File: src/rtl/jk_drive_sequencer.sv
// Drive-side sequencer for a bank of JK latches: setup -> enable pulse -> hold, with a shadow of latch state.
// Optional JK_TOGGLE_DRIVE_EN: changing bits are toggled (J=K=1) with a single-cycle enable pulse.
module jk_drive_sequencer #(
    parameter int WIDTH         = 4,
    parameter int SETTLE_CYCLES = 2
) (
    input  logic             clk,
    input  logic             rst,
    input  logic             tgt_valid,
    output logic             tgt_ready,
    input  logic [WIDTH-1:0] tgt_data,
    input  logic             q_sync,
    input  logic [WIDTH-1:0] Q_fb,
    output logic [WIDTH-1:0] J,
    output logic [WIDTH-1:0] K,
    output logic             en,
    output logic [WIDTH-1:0] cur_q,
    output logic             busy,
    output logic             done
);

`ifdef JK_TOGGLE_DRIVE_EN
    localparam int SETTLE_EFF = 1;
`else
    localparam int SETTLE_EFF = SETTLE_CYCLES;
`endif
    localparam logic [7:0] SETTLE_LOAD = 8'(SETTLE_EFF - 1);

    typedef enum logic [1:0] {
        IDLE  = 2'd0,
        SETUP = 2'd1,
        PULSE = 2'd2,
        HOLD  = 2'd3
    } state_t;

    state_t             state_q, state_d;
    logic [WIDTH-1:0]   shadow_q, shadow_d;
    logic [WIDTH-1:0]   tgt_q, tgt_d;
    logic [WIDTH-1:0]   j_q, j_d;
    logic [WIDTH-1:0]   k_q, k_d;
    logic               en_q, en_d;
    logic [7:0]         cnt_q, cnt_d;
    logic [WIDTH-1:0]   exc_j, exc_k;

`ifdef JK_TOGGLE_DRIVE_EN
    assign exc_j = tgt_data ^ shadow_q;
    assign exc_k = tgt_data ^ shadow_q;
`else
    assign exc_j = tgt_data & ~shadow_q;
    assign exc_k = ~tgt_data & shadow_q;
`endif

    always_ff @(posedge clk or posedge rst) begin
        if (rst) begin
            state_q  <= IDLE;
            shadow_q <= '0;
            tgt_q    <= '0;
            j_q      <= '0;
            k_q      <= '0;
            en_q     <= 1'b0;
            cnt_q    <= '0;
        end else begin
            state_q  <= state_d;
            shadow_q <= shadow_d;
            tgt_q    <= tgt_d;
            j_q      <= j_d;
            k_q      <= k_d;
            en_q     <= en_d;
            cnt_q    <= cnt_d;
        end
    end

    always_comb begin
        state_d  = state_q;
        shadow_d = shadow_q;
        tgt_d    = tgt_q;
        j_d      = j_q;
        k_d      = k_q;
        en_d     = 1'b0;
        cnt_d    = cnt_q;
        case (state_q)
            IDLE: begin
                if (q_sync) begin
                    shadow_d = Q_fb;
                end else if (tgt_valid) begin
                    tgt_d = tgt_data;
                    if (tgt_data != shadow_q) begin
                        state_d = SETUP;
                        j_d     = exc_j;
                        k_d     = exc_k;
                    end else begin
                        state_d = HOLD;
                        j_d     = '0;
                        k_d     = '0;
                    end
                end
            end
            SETUP: begin
                state_d = PULSE;
                en_d    = 1'b1;
                cnt_d   = SETTLE_LOAD;
            end
            PULSE: begin
                // counter holds the number of enable cycles still to come after this one
                if (cnt_q == 8'd0) begin
                    state_d  = HOLD;
                    shadow_d = tgt_q;
                end else begin
                    cnt_d = cnt_q - 8'd1;
                    en_d  = 1'b1;
                end
            end
            HOLD: begin
                state_d = IDLE;
                j_d     = '0;
                k_d     = '0;
            end
            default: state_d = IDLE;
        endcase
    end

    assign tgt_ready = (state_q == IDLE) & ~q_sync & ~rst;
    assign busy      = (state_q != IDLE);
    assign done      = (state_q == HOLD);
    assign en        = en_q;
    assign J         = j_q;
    assign K         = k_q;
    assign cur_q     = shadow_q;

endmodule

File: config.mk
export PLATFORM = sky130hd
export DESIGN_NAME = jk_drive_sequencer
export DESIGN_NICKNAME = d
export VERILOG_FILES = /design/src/rtl/jk_drive_sequencer.sv
export SDC_FILE = /design/constraint.sdc
export NUM_CORES = 1
export LEC_CHECK = 0
export ABC_AREA = 1
export CORE_ASPECT_RATIO = 1.75
export CORE_UTILIZATION = 39
export CTS_CLUSTER_DIAMETER = 150
export DETAILED_ROUTE_END_ITERATION = 8
export PLACE_DENSITY = 0.69
export SLEW_MARGIN = 10
export SYNTH_ARGS = -nofsm -noshare
export SYNTH_HDL_FRONTEND = slang
export SYNTH_SLANG_ARGS = --single-unit
export TNS_END_PERCENT = 50
File: constraint.sdc
create_clock -name clk -period 1.68 [get_ports clk]
set_clock_uncertainty 0.2 [all_clocks]
set_input_delay 0.252 -clock clk [delete_from_list [all_inputs] [get_ports clk]]
set_output_delay 0.252 -clock clk [all_outputs]
set_load 0.005 [all_outputs]
==> flow_metrics.env, run 1 <==
export IMPL_critical_path_buf_inv_count=4
export IMPL_grt_max_degree=28
export IMPL_power_density_nw_per_um2=1730
export IMPL_synth_cells=179
export IMPL_async_flop_share_pct=100
export IMPL_drt_total_wl_um=3220
export IMPL_total_power_mw=3.67
export IMPL_cp_max_fo=4
export IMPL_first_pass_iters=4
export IMPL_crit_family="flip-flops"
export IMPL_die_x_um=49.6
export IMPL_ff_latch_area_um2=676
export IMPL_cts_made_buffers=3
export IMPL_ant_nets=0
export IMPL_hold_path_class="in -> async"
export IMPL_ys_seq_area_share_pct=43.7
export IMPL_synth_area_top_cells="dfrtp_1 (44%), ha_1 (11%), inv_1 (8.7%)"
export IMPL_first_iter_violations=20
export IMPL_synth_cell_types=25
export IMPL_finalCritPeriodShare_pct=96.7
export IMPL_io_buffers=27
export IMPL_hold_viol_final=0
export IMPL_hpwl_um=2460
export IMPL_area_growth_synth_to_final_pct=37.1
export IMPL_final_cell_area_um2=2120
export IMPL_min_period_ns=1.62
export IMPL_layout_drive_gt1_share_pct=24.1
export IMPL_p_leak_nw=1.07
export IMPL_cp_slowest_cell="dfrtp_1"
export IMPL_layoutNonFillerInstCount=274
export IMPL_rsz0062_at_grt="yes"
export IMPL_synth_edf_count=0
export IMPL_grt_overflow=0
export IMPL_htree_levels=1
export IMPL_synth_seq_cells=27
export IMPL_syn_nets=204
export IMPL_ios=28
export IMPL_worstSetupStartpointType="flip-flop"
export IMPL_fmax_mhz=615
export IMPL_synthTopCellsByCount="inv_1 (36), dfrtp_1 (27), nand2_1 (27)"
export IMPL_diodes=0
export IMPL_cts_tree="built"
export IMPL_syn_avg_cell_area_um2=8.63
export IMPL_core_um2=3700
export IMPL_critical_path_max_stage_delay_ns=0.40
export IMPL_crit_arrival_ns=1.17
export IMPL_grtUsageTotal_pct=17.2
export IMPL_cts_root_buffer="clkbuf_8"
export IMPL_yosys_area_top_type="dfrtp_1"
export IMPL_cp_depth=5
export IMPL_path_cells="inv_2, ha_4, inv_2, buf_6, buf_2"
export IMPL_ir_drop_uv=1180
export IMPL_dpl_cell_count=269
export IMPL_die_area_um2=4230
export IMPL_critPathRequiredTime_ns=1.23
export IMPL_synth_most_common_cell="inv_1"
export IMPL_multi_input_area_um2=771
export IMPL_crit_type="reg -> out"
export IMPL_slew_headroom_pct=76.4
export IMPL_initial_core_util_pct=41.8
export IMPL_clk_path_buf_depth=2
export IMPL_netlist_area_leader_share_pct=43.7
export IMPL_clkLatencyLatePin_ns=0.27
export IMPL_maxCapViolCount=0
export IMPL_dieHeight_um=85.3
export IMPL_path_common_cell="inv_2"
export IMPL_grt_pass1_vias=1359
export IMPL_drc=0
export IMPL_antenna_found_initial=0
export IMPL_wl_per_cell_um=11.7
export IMPL_fin_nets=254
export IMPL_syn_cell_area_um2=1550
export IMPL_endpoint_kind="primary output"
export IMPL_worstMarginPinSlew_ns=0.354
export IMPL_setup_tns_ns=0
export IMPL_fillers=332
export IMPL_rows=29
export IMPL_gp_congestion=0.846
export IMPL_clock_sinks=27
export IMPL_clk_pin_slew_ns=0.10
export IMPL_ys_flop_type="dfrtp_1"
export IMPL_grt_first_pass_wirelength_um=5650
export IMPL_outcome="completed"
export IMPL_avgViaCountPerCell=4.70
export IMPL_ys_warn_count=0
export IMPL_placed_area_um2=2000
export IMPL_ff2ff_path_depth=9
export IMPL_route_vias_total=1288
export IMPL_final_max_slew_viol_count=0
export IMPL_setup_viol=0
## registers in the layout (all words and copies together), names as in the netlist
signal / count
en: 1
state_q: 2
J: 4
cnt_q: 8
K: 4
tgt_q: 4
cur_q: 4
## layer usage
| layer | part of all wire, % | global-route usage [%] | routed length, um | vias to the layer above |
|---|---|---|---|---|
| li1 | - | - | - | 664 |
| met1 | 39 | 18.0 | 1260 | 606 |
| met2 | 58 | 33.4 | 1880 | 16 |
| met3 | 1.6 | 1.61 | 51 | 2 |
| met4 | 0.87 | 7.01 | 28 | 0 |
| met5 | 0 | 0 | 0 | - |
## layout make-up
class | count | share of cell area, %
multi-input cells | 111 | 36.4
flip-flops and latches | 27 | 31.9
repair buffers | 46 | 19.6
inverters | 40 | 7.09
well taps | 46 | 2.72
clock buffers | 3 | 1.95
clock inverters | 1 | 0.354
## layout by cell type, fill, tap and decap left out, types with 3 or more instances in the layout
| cell | instances |
|---|---|
| buf_4 | 17 |
| clkbuf_8 | 3 |
| clkdlybuf4s50_1 | 20 |
| dfrtp_1 | 27 |
| dlymetal6s2s_1 | 4 |
| ha_1 | 10 |
| inv_1 | 32 |
| inv_2 | 7 |
| mux2i_1 | 4 |
| nand2_1 | 27 |
| nand2_4 | 3 |
| nand3_1 | 13 |
| nand4_1 | 4 |
| nor2_1 | 7 |
| nor2_2 | 4 |
| o21ai_0 | 13 |
| o21ai_1 | 3 |
| o21ai_2 | 4 |
## path summary, 6_finish.rpt
path                                             start              endpoint  slack [ns]
worst max-delay path            state_q[0]$_DFFE_PP0P_                  busy        0.06
worst min-delay path                               rst          en$_DFF_PP0_        0.19
worst max register to register    cnt_q[1]$_DFFE_PP0P_  cur_q[2]$_DFFE_PP0P_        0.09
worst min register to register    tgt_q[0]$_DFFE_PP0P_  tgt_q[0]$_DFFE_PP0P_        0.31
max in group asynchronous                          rst      J[3]$_DFFE_PP0P_        0.83
min in group clk                  tgt_q[0]$_DFFE_PP0P_  tgt_q[0]$_DFFE_PP0P_        0.31
## repair_timing
item                       in CTS  in global routing
setup endpoints to repair      11                 25
gates resized for setup        18                 15
hold buffers                    0                  0
buffers inserted                1                  0
pin swaps                       1                  1
## cells by family (layout without fill, tap and decap cells)
logic type,Yosys count,count (layout),share of synthesized area [%]
AO/OA/AOI/OAI,28,28,10.4
buffers and inverters,41,90,10.2
multiplexers,4,4,2.59
adder cells (fa/ha/maj),13,13,10.5
flip-flops,27,27,43.7
AND/OR/NAND/NOR,63,63,20.9
XOR/XNOR,3,3,1.70
## through the flow
stage / util, % / hold slack [ns] / setup slack (ns)
detailed placement: 54.1 / 0.289 / -0.176
global route: 57.2 / 0.223 / -0.0167
floorplan: - / 0.105 / 0.102
global placement: 54.1 / 0.278 / -0.153
CTS: 56.1 / 0.195 / 0.0141
finish: 57.2 / 0.189 / 0.0550
## where the power goes
group | switching (mW) | internal [mW] | total [mW]
combinational | 1.17 | 1.02 | 2.19
sequential | 0.186 | 0.916 | 1.10
clock | 0.211 | 0.168 | 0.379
## worst reg2reg max path, stage by stage (launching register included)
cell     delay [ns]
dfrtp_1        0.40
inv_1          0.08
ha_1           0.16
inv_1          0.07
nor2_4         0.14
nand2_4        0.09
nand2_8        0.10
nand2_4        0.10
nand2_1        0.10
o21ai_2        0.06
(Power assumes the default switching activity.)
==> run 2: changes to the inputs <==
--- a/config.mk
+++ b/config.mk
@@ -6,11 +6,12 @@
 export NUM_CORES = 1
 export LEC_CHECK = 0
 export ABC_AREA = 1
+export ABC_CLOCK_PERIOD_IN_PS = 1680
 export CORE_ASPECT_RATIO = 1.75
 export CORE_UTILIZATION = 39
 export CTS_CLUSTER_DIAMETER = 150
 export DETAILED_ROUTE_END_ITERATION = 8
-export PLACE_DENSITY = 0.69
+export PLACE_DENSITY = 0.61
 export SLEW_MARGIN = 10
 export SYNTH_ARGS = -nofsm -noshare
 export SYNTH_HDL_FRONTEND = slang
==> flow_metrics.env, run 2 (synthesized netlist as in run 1, its figures left out) <==
export IMPL_slew_headroom_pct=76.8
export IMPL_endpoint_kind="primary output"
export IMPL_final_cell_area_um2=2120
export IMPL_setup_tns_ns=0
export IMPL_initial_core_util_pct=41.8
export IMPL_grt_overflow=0
export IMPL_met1_length_um=1310
export IMPL_crit_family="buffers and inverters"
export IMPL_critPathRequiredTime_ns=1.23
export IMPL_min_period_ns=1.64
export IMPL_ff2ff_path_depth=8
export IMPL_hpwl_um=2740
export IMPL_path_cells="clkdlybuf4s50_1"
export IMPL_outcome="completed"
export IMPL_dp_worst_setup_slack_ns=-0.225
export IMPL_ir_drop_uv=941
export IMPL_rsz0062_at_grt="no"
export IMPL_top_layer_used="met4"
export IMPL_p_leak_nw=1.05
export IMPL_drt_total_wl_um=3360
export IMPL_hold_path_class="in -> async"
export IMPL_fillers=360
export IMPL_die_area_um2=4230
export IMPL_placed_area_um2=2020
export IMPL_total_power_mw=3.66
export IMPL_switchingPower_mw=1.57
export IMPL_p_int_mw=2.09
export IMPL_cp_depth=1
export IMPL_cts_tree="built"
export IMPL_wl_met2_um=1910
export IMPL_drc=0
export IMPL_clk_pin_slew_ns=0.09
export IMPL_postLayoutSetupSlackWorst_ns=0.0427
export IMPL_hold_viol_final=0
export IMPL_fmax_mhz=611
export IMPL_worstMarginPinSlew_ns=0.347
export IMPL_multi_input_area_um2=774
export IMPL_htree_levels=1
export IMPL_ff_latch_area_um2=676
export IMPL_p_clk_share_pct=10.1
export IMPL_clkLatencyLatePin_ns=0.27
export IMPL_grt_first_pass_wirelength_um=5690
export IMPL_grt_pass1_vias=1343
export IMPL_cts_root_buffer="clkbuf_8"
export IMPL_gp_congestion=0.808
export IMPL_io_buffers=27
export IMPL_dieHeight_um=85.3
export IMPL_timing_rr_end="cur_q[2]$_DFFE_PP0P_"
export IMPL_worstSetupStartpointType="flip-flop"
export IMPL_finalCritPeriodShare_pct=97.5
export IMPL_grtUsageTotal_pct=17.3
export IMPL_fin_nets=255
export IMPL_regMostFlops="cnt_q"
export IMPL_critical_path_buf_inv_count=1
export IMPL_largest_reg_flops=8
export IMPL_crit_arrival_ns=1.19
export IMPL_ant_nets=0
export IMPL_regToRegSetupSlack_ns=0.09
export IMPL_setup_viol=0
export IMPL_core_um2=3700
export IMPL_p_comb_share_pct=59.8
export IMPL_route_met3_wl_um=116
export IMPL_diodes=0
export IMPL_power_density_nw_per_um2=1730
export IMPL_clk_path_buf_depth=2
export IMPL_area_growth_synth_to_final_pct=37.1
export IMPL_cts_made_buffers=3
export IMPL_cp_slowest_cell="clkdlybuf4s50_1"
export IMPL_crit_type="reg -> out"
export IMPL_die_x_um=49.6
export IMPL_p_seq_share_pct=30.1
export IMPL_grt_max_degree=28
export IMPL_wl_per_cell_um=12.2
export IMPL_route_vias_total=1294
export IMPL_layout_drive_gt1_share_pct=23.6
export IMPL_clock_sinks=27
export IMPL_first_pass_iters=4
export IMPL_antenna_found_initial=0
export IMPL_final_cell_mix="inv_1 (33), dfrtp_1 (27), nand2_1 (26)"
export IMPL_swShare_pct=42.9
export IMPL_avgViaCountPerCell=4.71
export IMPL_cp_max_fo=4
export IMPL_ios=28
export IMPL_final_common_cell="inv_1"
export IMPL_final_max_slew_viol_count=0
export IMPL_maxCapViolCount=0
export IMPL_first_iter_violations=24
export IMPL_whs_ns=0.179
export IMPL_r2r_start="state_q[0]$_DFFE_PP0P_"
export IMPL_critical_path_max_stage_delay_ns=0.52
export IMPL_rows=29
[run 2: worst max-delay path by stage]
stage	start	endpoint	slack, ns
floorplan	cnt_q[0]$_DFFE_PP0P_	cur_q[0]$_DFFE_PP0P_	0.10
global route	cur_q[2]$_DFFE_PP0P_	cur_q[2]	0.007
CTS	state_q[0]$_DFFE_PP0P_	busy	0.002
detailed placement	q_sync	J[1]$_DFFE_PP0P_	-0.22
finish	cur_q[2]$_DFFE_PP0P_	cur_q[2]	0.04
global placement	q_sync	tgt_ready	-0.15
[run 2: routing by layer]
| metal | vias up | global-route usage (%) |
|---|---|---|
| li1 | 660 | - |
| met5 | - | 0 |
| met2 | 23 | 33.7 |
| met3 | 2 | 2.69 |
| met4 | 0 | 5.45 |
| met1 | 609 | 18.2 |
[run 2: what timing repair did]
item                                    in CTS  in global routing
resized for setup                           15                 12
pin swaps                                    0                  2
buffers inserted                             0                  0
hold buffers                                 0                  0
endpoints found under the setup margin      15                 26
[run 2: final cells by class]
class | count | area share [%]
clock buffer | 4 | 2.13
multi-input combinational | 111 | 36.6
inverter | 40 | 7.09
sequential | 27 | 31.9
timing repair buffer | 47 | 19.6
tap | 46 | 2.72
[run 2: power groups by stage]
stage | registers [mW] | clock network, mW | logic, mW
after floorplan | 1.09 | 0 | 1.27
after global placement | 1.11 | 0 | 2.02
after detailed placement | 1.11 | 0 | 2.08
after CTS | 1.11 | 0.377 | 2.13
after global routing | 1.14 | 0.395 | 2.45
final | 1.10 | 0.368 | 2.19
[run 2: through the flow]
stage | instances | utilization (%)
2_1_floorplan | 179 | -
3_3_place_gp | 271 | 54.5
3_5_place_dp | 271 | 54.5
4_1_cts | 275 | 56.3
5_1_grt | 275 | 57.2
6_report | 275 | 57.2
==> run 3: changes to the inputs <==
--- a/config.mk
+++ b/config.mk
@@ -8,11 +8,11 @@
 export ABC_AREA = 1
 export ABC_CLOCK_PERIOD_IN_PS = 1680
 export CORE_ASPECT_RATIO = 1.75
+export CORE_MARGIN = 2
 export CORE_UTILIZATION = 39
 export CTS_CLUSTER_DIAMETER = 150
 export DETAILED_ROUTE_END_ITERATION = 8
 export PLACE_DENSITY = 0.61
-export SLEW_MARGIN = 10
 export SYNTH_ARGS = -nofsm -noshare
 export SYNTH_HDL_FRONTEND = slang
 export SYNTH_SLANG_ARGS = --single-unit
==> flow_metrics.env, run 3 (synthesized netlist as in run 1, its figures left out) <==
export IMPL_clk_path_buf_depth=2
export IMPL_ant_nets=0
export IMPL_worstSetupStartpointType="flip-flop"
export IMPL_initial_core_util_pct=40.4
export IMPL_fmax_mhz=610
export IMPL_layout_drive_gt1_share_pct=28.3
export IMPL_whs_ns=0.175
export IMPL_first_pass_iters=4
export IMPL_htree_levels=1
export IMPL_antenna_found_initial=0
export IMPL_drc=0
export IMPL_hold_viol_final=0
export IMPL_core_um2=3830
export IMPL_hpwl_um=2770
export IMPL_maxCapViolCount=0
export IMPL_first_iter_violations=20
export IMPL_route_vias_total=1352
export IMPL_min_period_ns=1.64
export IMPL_area_growth_synth_to_final_pct=40.1
export IMPL_ff2ff_path_depth=9
export IMPL_gp_congestion=0.757
export IMPL_critPathRequiredTime_ns=1.63
export IMPL_diodes=0
export IMPL_avgViaCountPerCell=4.74
export IMPL_grt_overflow=0
export IMPL_final_max_slew_viol_count=0
export IMPL_endpoint_kind="flip-flop"
export IMPL_groute_layer_met2_usage_pct=35.1
export IMPL_setup_tns_ns=0
export IMPL_timing_rr_end="tgt_q[0]$_DFFE_PP0P_"
export IMPL_drt_total_wl_um=3500
export IMPL_final_cell_mix="inv_1 (31), dfrtp_1 (27), buf_4 (27)"
export IMPL_hold_path_class="in -> async"
export IMPL_dieHeight_um=87.3
export IMPL_slew_headroom_pct=76.3
export IMPL_regMostFlops="cnt_q"
export IMPL_placed_area_um2=2030
export IMPL_outcome="completed"
export IMPL_cts_root_buffer="clkbuf_8"
export IMPL_power_density_nw_per_um2=1740
export IMPL_grtUsageTotal_pct=18.0
export IMPL_cts_hold_buf=0
export IMPL_r2r_start="state_q[1]$_DFFE_PP0P_"
export IMPL_clk_pin_slew_ns=0.10
export IMPL_cp_max_fo=8
export IMPL_p_leak_nw=1.08
export IMPL_clock_sinks=27
export IMPL_largest_reg_flops=8
export IMPL_worstMarginPinSlew_ns=0.356
export IMPL_crit_type="reg -> reg"
export IMPL_busiest_layer="met2"
export IMPL_wl_per_cell_um=12.3
export IMPL_fin_nets=263
export IMPL_crit_arrival_ns=1.59
export IMPL_grt_first_pass_wirelength_um=6240
export IMPL_grt_max_degree=28
export IMPL_rsz0062_at_grt="yes"
export IMPL_cts_tree="built"
export IMPL_ir_drop_uv=877
export IMPL_ios=28
export IMPL_regToRegSetupSlack_ns=0.04
export IMPL_io_buffers=27
export IMPL_final_common_cell="inv_1"
export IMPL_rows=30
export IMPL_die_x_um=51.6
export IMPL_use_met1_pct=19.5
export IMPL_finalCritPeriodShare_pct=97.6
export IMPL_setup_viol=0
export IMPL_grt_pass1_vias=1428
export IMPL_met3_usage_pct=1.89
export IMPL_die_area_um2=4500
export IMPL_final_cell_area_um2=2160
export IMPL_cts_made_buffers=3
export IMPL_clkLatencyLatePin_ns=0.27
[run 3: critical path, stage by stage (launching register included)]
cell and delay, ns:
dfrtp_1 0.40, inv_2 0.09, ha_4 0.14, buf_4 0.09
buf_4 0.12, nand2_1 0.08, nor2_4 0.10, inv_1 0.12
nand2_1 0.09, o21ai_0 0.08
[run 3: timing repair]
action,in CTS,in global routing
endpoints found under the setup margin,16,22
resized for setup,19,15
pin swaps,1,0
setup buffers,2,4
[run 3: stage by stage]
step	total power, mW	util (%)	cells	setup WS (ns)
2_1_floorplan	2.37	-	179	0.102
3_3_place_gp	3.16	53.1	275	-0.160
3_5_place_dp	3.22	53.1	275	-0.187
4_1_cts	3.67	55.1	281	0.00178
5_1_grt	4.11	56.5	285	-0.0424
6_report	3.76	56.5	285	0.0397
[run 3: worst max-delay path by stage]
| stage | to | slack (ns) | start |
|---|---|---|---|
| after floorplan | cur_q[0]$_DFFE_PP0P_ | 0.10 | cnt_q[0]$_DFFE_PP0P_ |
| after global routing | tgt_q[1]$_DFFE_PP0P_ | -0.04 | state_q[0]$_DFFE_PP0P_ |
| final | tgt_q[0]$_DFFE_PP0P_ | 0.04 | state_q[1]$_DFFE_PP0P_ |
| after detailed placement | K[1]$_DFFE_PP0P_ | -0.19 | q_sync |
| after global placement | tgt_ready | -0.16 | q_sync |
| after CTS | done | 0.002 | state_q[0]$_DFFE_PP0P_ |
[run 3: power by group]
part	switching, mW	internal (mW)	total [mW]
Combinational	1.20	1.08	2.27
Clock	0.212	0.168	0.380
Sequential	0.188	0.916	1.10
Total	1.60	2.16	3.76
[run 3: final cells by class]
type	count	area, um2
clock inverters	1	7.51
well taps	48	60.1
clock buffers	3	41.3
fillers	357	1660
multi-input cells	111	757
inverters	40	150
flip-flops and latches	27	676
repair buffers	55	473
[run 3: per-layer routing]
metal  up-vias  wire [um]
met5         -          0
met3         4         67
li1        681          -
met1       652       1310
met4         0         40
met2        15       2080
